[src/rtl/mult_bist_pkg.sv]
// Shared types and default parameters for the multiplier self-test sequencer.
package mult_bist_pkg;

    typedef enum logic [1:0] {
        ST_IDLE   = 2'd0,
        ST_SETTLE = 2'd1,
        ST_CHECK  = 2'd2,
        ST_DONE   = 2'd3
    } state_t;

    localparam int DEF_W       = 2;
    localparam int DEF_LATENCY = 0;
    localparam int DEF_ERR_W   = 8;

endpackage : mult_bist_pkg

[src/rtl/mult_bist_if.sv]
// Pin-level bus between the self-test sequencer (master) and the multiplier under test (slave).
interface mult_bist_if #(
    parameter int W = 2
);
    logic [W-1:0]   dut_a;
    logic [W-1:0]   dut_b;
    logic [2*W-1:0] dut_p;

    modport master (output dut_a, output dut_b, input dut_p);
    modport slave  (input dut_a, input dut_b, output dut_p);

endinterface : mult_bist_if

[src/rtl/mult_bist_ref.sv]
// Combinational golden multiplier: unsigned W x W -> 2W, used as the checker's reference.
module mult_bist_ref #(
    parameter int W = 2
) (
    input  logic [W-1:0]   a,
    input  logic [W-1:0]   b,
    output logic [2*W-1:0] p
);

    // Zero-extend both operands first so the product is formed at full width.
    assign p = (2*W)'(a) * (2*W)'(b);

endmodule : mult_bist_ref

[src/rtl/mult_bist.sv]
// Exhaustive self-test sequencer for a small unsigned multiplier: sweeps all
// operand pairs, waits the DUT latency, checks each product and records errors.
module mult_bist
    import mult_bist_pkg::*;
#(
    parameter int W       = DEF_W,
    parameter int LATENCY = DEF_LATENCY,
    parameter int ERR_W   = DEF_ERR_W
) (
    input  logic             clk,
    input  logic             rst,
    input  logic             start,
    mult_bist_if.master      bus,
    output logic             busy,
    output logic             done,
    output logic             pass,
    output logic [ERR_W-1:0] err_count,
    output logic [W-1:0]     fail_a,
    output logic [W-1:0]     fail_b,
    output logic [2*W-1:0]   fail_p
);

    localparam int CNT_W  = 2 * W;
    localparam int WAIT_W = (LATENCY > 0) ? $clog2(LATENCY + 1) : 1;

    state_t             state_q, state_d;
    logic [CNT_W-1:0]   cnt_q, cnt_d;
    logic [WAIT_W-1:0]  wait_q, wait_d;
    logic [ERR_W-1:0]   err_q, err_d;
    logic [W-1:0]       fail_a_q, fail_a_d;
    logic [W-1:0]       fail_b_q, fail_b_d;
    logic [2*W-1:0]     fail_p_q, fail_p_d;
    logic               flag_q, flag_d;
    logic [W-1:0]       dut_a_q, dut_a_d;
    logic [W-1:0]       dut_b_q, dut_b_d;
    logic [2*W-1:0]     ref_p;
    logic               mismatch;

    mult_bist_ref #(.W(W)) u_ref (
        .a (dut_a_q),
        .b (dut_b_q),
        .p (ref_p)
    );

    assign mismatch = (bus.dut_p != ref_p);

    // Next-state, counter and capture logic for the sweep FSM.
    always_comb begin
        state_d  = state_q;
        cnt_d    = cnt_q;
        wait_d   = wait_q;
        err_d    = err_q;
        fail_a_d = fail_a_q;
        fail_b_d = fail_b_q;
        fail_p_d = fail_p_q;
        flag_d   = flag_q;
        dut_a_d  = '0;
        dut_b_d  = '0;

        case (state_q)
            ST_IDLE, ST_DONE: begin
                if (start) begin
                    cnt_d    = '0;
                    err_d    = '0;
                    fail_a_d = '0;
                    fail_b_d = '0;
                    fail_p_d = '0;
                    flag_d   = 1'b0;
                    wait_d   = WAIT_W'(LATENCY);
                    state_d  = (LATENCY > 0) ? ST_SETTLE : ST_CHECK;
                end
            end
            ST_SETTLE: begin
                wait_d = wait_q - WAIT_W'(1);
                if (wait_q == WAIT_W'(1)) begin
                    state_d = ST_CHECK;
                end
            end
            ST_CHECK: begin
                if (mismatch) begin
                    if (err_q != {ERR_W{1'b1}}) begin
                        err_d = err_q + ERR_W'(1);
                    end
                    if (!flag_q) begin
                        fail_a_d = dut_a_q;
                        fail_b_d = dut_b_q;
                        fail_p_d = bus.dut_p;
                        flag_d   = 1'b1;
                    end
                end
                // Finishing the last vector wins over counter wrap.
                if (cnt_q == {CNT_W{1'b1}}) begin
                    state_d = ST_DONE;
                end else begin
                    cnt_d   = cnt_q + CNT_W'(1);
                    wait_d  = WAIT_W'(LATENCY);
                    state_d = (LATENCY > 0) ? ST_SETTLE : ST_CHECK;
                end
            end
            default: state_d = ST_IDLE;
        endcase

        // Operands are registered from the next vector so they line up with the busy window.
        if (state_d == ST_SETTLE || state_d == ST_CHECK) begin
            {dut_a_d, dut_b_d} = cnt_d;
        end
    end

    // State, counters, capture registers and operand outputs.
    always_ff @(posedge clk or posedge rst) begin
        if (rst) begin
            state_q  <= ST_IDLE;
            cnt_q    <= '0;
            wait_q   <= '0;
            err_q    <= '0;
            fail_a_q <= '0;
            fail_b_q <= '0;
            fail_p_q <= '0;
            flag_q   <= 1'b0;
            dut_a_q  <= '0;
            dut_b_q  <= '0;
        end else begin
            state_q  <= state_d;
            cnt_q    <= cnt_d;
            wait_q   <= wait_d;
            err_q    <= err_d;
            fail_a_q <= fail_a_d;
            fail_b_q <= fail_b_d;
            fail_p_q <= fail_p_d;
            flag_q   <= flag_d;
            dut_a_q  <= dut_a_d;
            dut_b_q  <= dut_b_d;
        end
    end

    assign bus.dut_a = dut_a_q;
    assign bus.dut_b = dut_b_q;
    assign busy      = (state_q == ST_SETTLE) || (state_q == ST_CHECK);
    assign done      = (state_q == ST_DONE);
    assign pass      = done && (err_q == '0);
    assign err_count = err_q;
    assign fail_a    = fail_a_q;
    assign fail_b    = fail_b_q;
    assign fail_p    = fail_p_q;

endmodule : mult_bist
[src/flat_wrapper.sv]
// flat-port wrapper written by rule: the top's interface ports become plain ports
module mult_bist_flat import mult_bist_pkg::*;
#(
    parameter int W       = DEF_W,
    parameter int LATENCY = DEF_LATENCY,
    parameter int ERR_W   = DEF_ERR_W
)
  (clk, rst, start, busy, done, pass, err_count, fail_a, fail_b, fail_p, bus_dut_a, bus_dut_b, bus_dut_p);
  mult_bist_if #(.W(W)) bus_i ();
  input  logic clk;
  input  logic rst;
  input  logic start;
  output logic busy;
  output logic done;
  output logic pass;
  output logic [ERR_W-1:0] err_count;
  output logic [W-1:0] fail_a;
  output logic [W-1:0] fail_b;
  output logic [2*W-1:0] fail_p;
  output wire logic [$bits(bus_i.dut_a)-1:0] bus_dut_a;
  output wire logic [$bits(bus_i.dut_b)-1:0] bus_dut_b;
  input wire logic [$bits(bus_i.dut_p)-1:0] bus_dut_p;
  assign bus_dut_a = bus_i.dut_a;
  assign bus_dut_b = bus_i.dut_b;
  assign bus_i.dut_p = bus_dut_p;
  mult_bist #(.W(W), .LATENCY(LATENCY), .ERR_W(ERR_W)) u_core (.clk(clk), .rst(rst), .start(start), .bus(bus_i), .busy(busy), .done(done), .pass(pass), .err_count(err_count), .fail_a(fail_a), .fail_b(fail_b), .fail_p(fail_p));
endmodule
[config.mk]
export PLATFORM = sky130hd
export DESIGN_NAME = mult_bist_flat
export DESIGN_NICKNAME = d
export VERILOG_FILES = /design/src/rtl/mult_bist_pkg.sv /design/src/rtl/mult_bist_if.sv /design/src/rtl/mult_bist_ref.sv /design/src/rtl/mult_bist.sv /design/src/flat_wrapper.sv
export SDC_FILE = /design/constraint.sdc
export NUM_CORES = 1
export LEC_CHECK = 0
export ABC_AREA = 1
export BUFFER_PORTS_ARGS = -buffer_cell sky130_fd_sc_hd__buf_2
export CAP_MARGIN = 30
export CORE_AREA = 2 2 60 62
export DETAILED_ROUTE_END_ITERATION = 6
export DIE_AREA = 0 0 62 64
export HOLD_SLACK_MARGIN = 0.15
export MAX_ROUTING_LAYER = met4
export PLACE_DENSITY_LB_ADDON = 0.2
export RECOVER_POWER = 100
export SLEW_MARGIN = 5
export SYNTH_ARGS = -nofsm -noshare
export SYNTH_HDL_FRONTEND = slang
export SYNTH_SLANG_ARGS = --single-unit
[constraint.sdc]
create_clock -name clk -period 2.65 [get_ports clk]
set_input_delay 0.3975 -clock clk [delete_from_list [all_inputs] [get_ports clk]]
set_output_delay 0.3975 -clock clk [all_outputs]
set_load 0.02 [all_outputs]
Word level (Yosys, flattened, before mapping)
Cells that the tools add are included.
Storage, ports and cells
  logic and storage cells: 67
  bits in latches: 0
  output and inout bits: 23
  register bits: 28
  memory bits (writable): 0
  bits of input ports: 7
  ROM bits: 0
  memories: 0
Cells by class
  mux-type cells: 29
  multiply operators: 1
  add/subtract/negate cells: 3
  reduce and logical (&&, ||, !) cells: 11
  bitwise logic cells: 0
  equality and inequality tests: 13
  shifts and indexed selects: 0
  magnitude comparators: 0
  divide/modulo/power cells: 0
Operator list (count)
  $mux 8: 3
  $mux 4: 5
  $mux 2: 9
  $pmux 4 s2: 2
  $pmux 8 s2: 1
  $add 8x1->8 const B: 1
  $logic_not 8->1: 1
  $ne 8x8->1 const B: 1
  $pmux 2 s2: 2
  $reduce_and 4->1: 2
  $eq 2x2->1 const B: 3
  $ne 2x2->1 const B: 3
  $pmux 2 s3: 1
  $add 4x1->4 const B: 1
  $eq 2x1->1 const B: 2
  $eq 4x4->1 const B: 1
  $mul 2x2->4: 1
  $mux 1: 4
  $ne 2x1->1 const B: 2
  $ne 4x4->1: 1
  $pmux 1 s3: 1
  $reduce_and 3->1: 1
  $logic_not 2->1: 1
  $logic_or 1x1->1: 2
  other kinds (6): 6

Longest topological paths before layout
  depth in word-level cells: 6
  mapped depth: 12
  depth with buffers taken out: 12

By module
A second synthesis with hierarchy kept.
Second synthesis, totals
  cells, all modules: 229
  area, all modules: 1732.9 µm²
By module, submodules not included
  mult_bist: cells each 219, sequential area each 700.7 µm², area an instance 1677.9 µm², instances 1
  mult_bist_ref: cells each 10, sequential area each 0.0 µm², area an instance 55.1 µm², instances 1

Worst setup path before layout
Ideal clock, no wire load.
  kind: reg2reg
  start: register u_core.dut_b_q[1] (netlist: u_core.bus.dut_b[1])
  end: register u_core.err_q[0] (netlist: u_core.err_count[0])
  buffers on the path: 1
  setup time: 118 ps
  arrival time: 1740 ps
  stages on the path, launching flop included: 12
  path slack: 792 ps
  clock period less this slack: 1858 ps
  required time: 2532 ps
  cell sequence: dfrtp_1 nand2_1 inv_1 ha_1 ha_1 nand2_1 nand3_1 nor2_1 nand2_1 buf_2 nand4_1 nand2_1
Between the ends
  word-level cells in the longest chain between the ends: 4
Ends and longest elaborated chain
  start: declaration: line mult_bist.sv:35  | logic [W-1:0] dut_b_q, dut_b_d;
  start signal: assignment: line mult_bist.sv:132  | dut_b_q <= dut_b_d;
  $mul 2x2->4: line mult_bist_ref.sv:11  | assign p = (2*W)'(a) * (2*W)'(b);
  $ne 4x4->1: line mult_bist.sv:45  | assign mismatch = (bus.dut_p != ref_p);
  $ne 2x1->1 (no source line)
  $reduce_and 4->1 (no source line)
  end signal: assignment: line mult_bist.sv:126  | err_q <= err_d;
  end: declaration: line mult_bist.sv:29  | logic [ERR_W-1:0] err_q, err_d;
Every way passes these cells.
A chain may end at the register's enable or synchronous reset.

Worst setup path after layout
  start: register u_core.dut_a_q[0] (netlist: u_core.bus.dut_a[0])
  end: register u_core.err_q[7] (netlist: u_core.err_count[7])
Between the ends
  word-level cells in the longest chain between the ends: 4
Ends and longest elaborated chain
  start: declaration: line mult_bist.sv:34  | logic [W-1:0] dut_a_q, dut_a_d;
  start signal: assignment: line mult_bist.sv:131  | dut_a_q <= dut_a_d;
  $mul 2x2->4: line mult_bist_ref.sv:11
  $ne 4x4->1: line mult_bist.sv:45
  $ne 2x1->1 (no source line)
  $reduce_and 4->1 (no source line)
Every way passes these cells.

==> flow_metrics.tcl <==
set metrics [dict create \
    status "completed" \
    coreArea_sq_um 3280 \
    critPathMaxFanout 14 \
    relSlewSlack_pct 3.29 \
    syn-num-nets 249 \
    area_delta_synth_final_pct 12.8 \
    clk_latency_ns 0.34 \
    gr-total-overflow 0 \
    hold_class "input pin to flop" \
    hold_violations 0 \
    slew_violations 0 \
    power_frac_clock_pct 12.7 \
    die_area_sq_um 3970 \
    cts_resized 0 \
    fin_hold_ws_ns 0.395 \
    swShare_pct 48.7 \
    post_cts_buffers 0 \
    postPlaceCellArea_sq_um 1880 \
    drive_gt1_share_pct 6.74 \
    ios 30 \
    rsz0062_at_grt "false" \
    chipWidth_microns 62 \
    clockBufferDepth 2 \
    grt_max_degree 29 \
    detail_route.first_pass.iterations 6 \
    worstPathRequired_ns 2.88 \
    final_common_cell "nand2_1" \
    worst_slack_ns 0.391 \
    final_area_sq_um 1890 \
    vdd_drop_max_v 0.000644 \
    ys_warn_count 0 \
    multi_input_area_sq_um 791 \
    cts-buffers-inserted 3 \
    fin_worst_skew_ns 0.0137 \
    setup_tns_ns 0 \
    wl_per_cell_microns 11.1 \
    syn_area_sq_um 1680 \
    cp.arrival_ns 2.49 \
    root_buffer "clkbuf_4" \
    n_antenna_cell 0 \
    grt_pass1_vias 1415 \
    post-dp-hpwl_microns 2550 \
    min_period_ns 2.26 \
    postCtsHoldBufs 1 \
    synthCells 234 \
    synth.avg_cell_area_sq_um 7.17 \
    crit_chain "nand2_1 -> inv_1 -> ha_1 -> ha_1 -> o21ai_0 -> nor2_1 -> nand2_1 -> nand3_1 -> nand2_1 -> nand2_1" \
    final_nets 283 \
    rows 21 \
    cts_tree "built" \
    power_mw 2.20 \
    worst_path_most_repeated_cell "nand2_1" \
    grtUsageTotal_pct 20.5 \
    antenna_found_initial 0 \
    initial_core_util_pct 51.1 \
    synth_seq_cells 28 \
    grt_first_pass_wirelength_microns 6170 \
    post-route-drc-count 0 \
    leakage_nw 1.04 \
    io_buffers 29 \
    end_kind "flop" \
    wl_microns 3480 \
    clkTransAtPathRegs_ns 0.15 \
    tightest_slew_ns 1.45 \
    maxCapViolations 0 \
    critPathSlowestCell "dfrtp_1" \
    drt_iter0_drc 108 \
    slowest_delay_ns 0.45 \
    crit_buf_inv 1 \
    synth_seq_area_share_pct 41.8 \
    cp_top_family "simple AND/OR/NAND/NOR gates" \
    route.vias.total 1511 \
    power_density_nw_per_um2 1160 \
    fp.dieH_microns 64 \
    cts_sinks 28 \
    fillers 333 \
    place.gp.congestion 0.840 \
    p_int_mw 1.13 \
    fmax_mhz 443 \
    h-tree-depth 1 \
    p_sw_mw 1.07 \
    setup.worst_path.class "flop to flop" \
    vias_per_cell 4.83 \
    layout_worst_path_cycle_share_pct 85.2 \
    regArea_sq_um 701 \
    dp_slack_ns 0.513 \
    ys_types 23 \
    final_cell_mix "nand2_1, inv_1, nor2_1, dfrtp_1, clkbuf_1" \
    drtAntennaViolNets 0 \
    seq_power_share_pct 35.0 \
    finalSetupViolations 0 \
    startpoint_type "flop" \
    p_comb_share_pct 52.3 \
]
[layer usage]
layer	track usage, %	up-vias	wire, microns
met1	26.7	677	1670
met3	3.64	2	126
met4	3.99	0	26
li1	-	804	-
met2	33.1	28	1650
met5	-	-	0
[worst register-to-register path, cell delays in order, from the launching register on]
cell and delay, ns:
dfrtp_1 0.45, nand2_1 0.07, inv_1 0.04, ha_1 0.19
ha_1 0.28, o21ai_0 0.16, nor2_1 0.09, nand2_1 0.33
nand3_1 0.36, nand2_1 0.14, nand2_1 0.06
[stage by stage]
| stage | util, % | cells |
|---|---|---|
| after detailed placement | 57.3 | 308 |
| final | 57.6 | 313 |
| after floorplan | - | 234 |
| after global routing | 57.6 | 313 |
| after global placement | 57.3 | 308 |
| after CTS | 59.2 | 313 |
[cell usage after synthesis (all sizes together)]
cell    n  area [sq um]
nand2  73           274
inv    41           154
nor2   30           128
dfrtp  28           701
nand3  16          90.1
nand4  13          87.6
o21ai  10          50.0
ha      8           100
a21oi   4          23.8
buf     3          15.0
a22oi   2          15.0
a31oi   1          6.26
a32oi   1          8.76
nor3    1          5.00
nor3b   1          7.51
nor4    1          6.26
or2     1          6.26
[path summary, 6_finish.rpt]
| kind | start | cells past startpoint | slack [ns] | to |
|---|---|---|---|---|
| max | u_core.bus.dut_a[0]$_DFF_PP0_ | 10 | 0.39 | u_core.err_count[7]$_DFFE_PP0P_ |
| min | bus_dut_p[3] | 5 | 0.40 | u_core.fail_p[3]$_DFFE_PP0P_ |
| max reg2reg | u_core.bus.dut_a[0]$_DFF_PP0_ | 10 | 0.39 | u_core.err_count[7]$_DFFE_PP0P_ |
| min reg2reg | u_core.fail_p[0]$_DFFE_PP0P_ | 2 | 0.49 | u_core.fail_p[0]$_DFFE_PP0P_ |
| max in group asynchronous | rst | 4 | 0.72 | u_core.flag_q$_DFFE_PP0P_ |
| min in group asynchronous | rst | 4 | 1.08 | u_core.err_count[5]$_DFFE_PP0P_ |
[power by group through the flow]
stage                     combinational, mW  clock (mW)  sequential (mW)
after global routing                   1.32       0.308            0.802
after floorplan                       0.768           0            0.890
after detailed placement               1.20           0            0.774
after CTS                              1.21       0.286            0.764
after global placement                 1.20           0            0.765
final                                  1.15       0.279            0.769
[registers in the layout, summed over array words and instances, names as in the netlist]
register	flops
u_core.fail_b	2
u_core.err_count	8
u_core.wait_q	1
u_core.cnt_q	4
u_core.fail_p	4
u_core.bus.dut_a	2
u_core.flag_q	1
u_core.state_q	2
u_core.bus.dut_b	2
u_core.fail_a	2
[cells by family (layout without fill, tap and decap cells)]
kind of cell,Yosys count,after routing,synth area share (%)
buffers and inverters,44,77,10.1
DFF,28,28,41.8
and+or+nand+nor,136,136,36.0
adders and majority gates,8,8,5.97
AOI/OAI and AO/OA,18,18,6.19
[cell type report]
| cell class | instances | area share (%) |
|---|---|---|
| clock buffers | 3 | 1.19 |
| clock inverters | 1 | 1.59 |
| inverters | 41 | 8.13 |
| multi-input cells | 162 | 41.8 |
| flip-flops and latches | 28 | 37.0 |
| well taps | 46 | 3.04 |
| repair buffers | 32 | 7.27 |
Note: power is estimated with default switching activity, not from simulation.
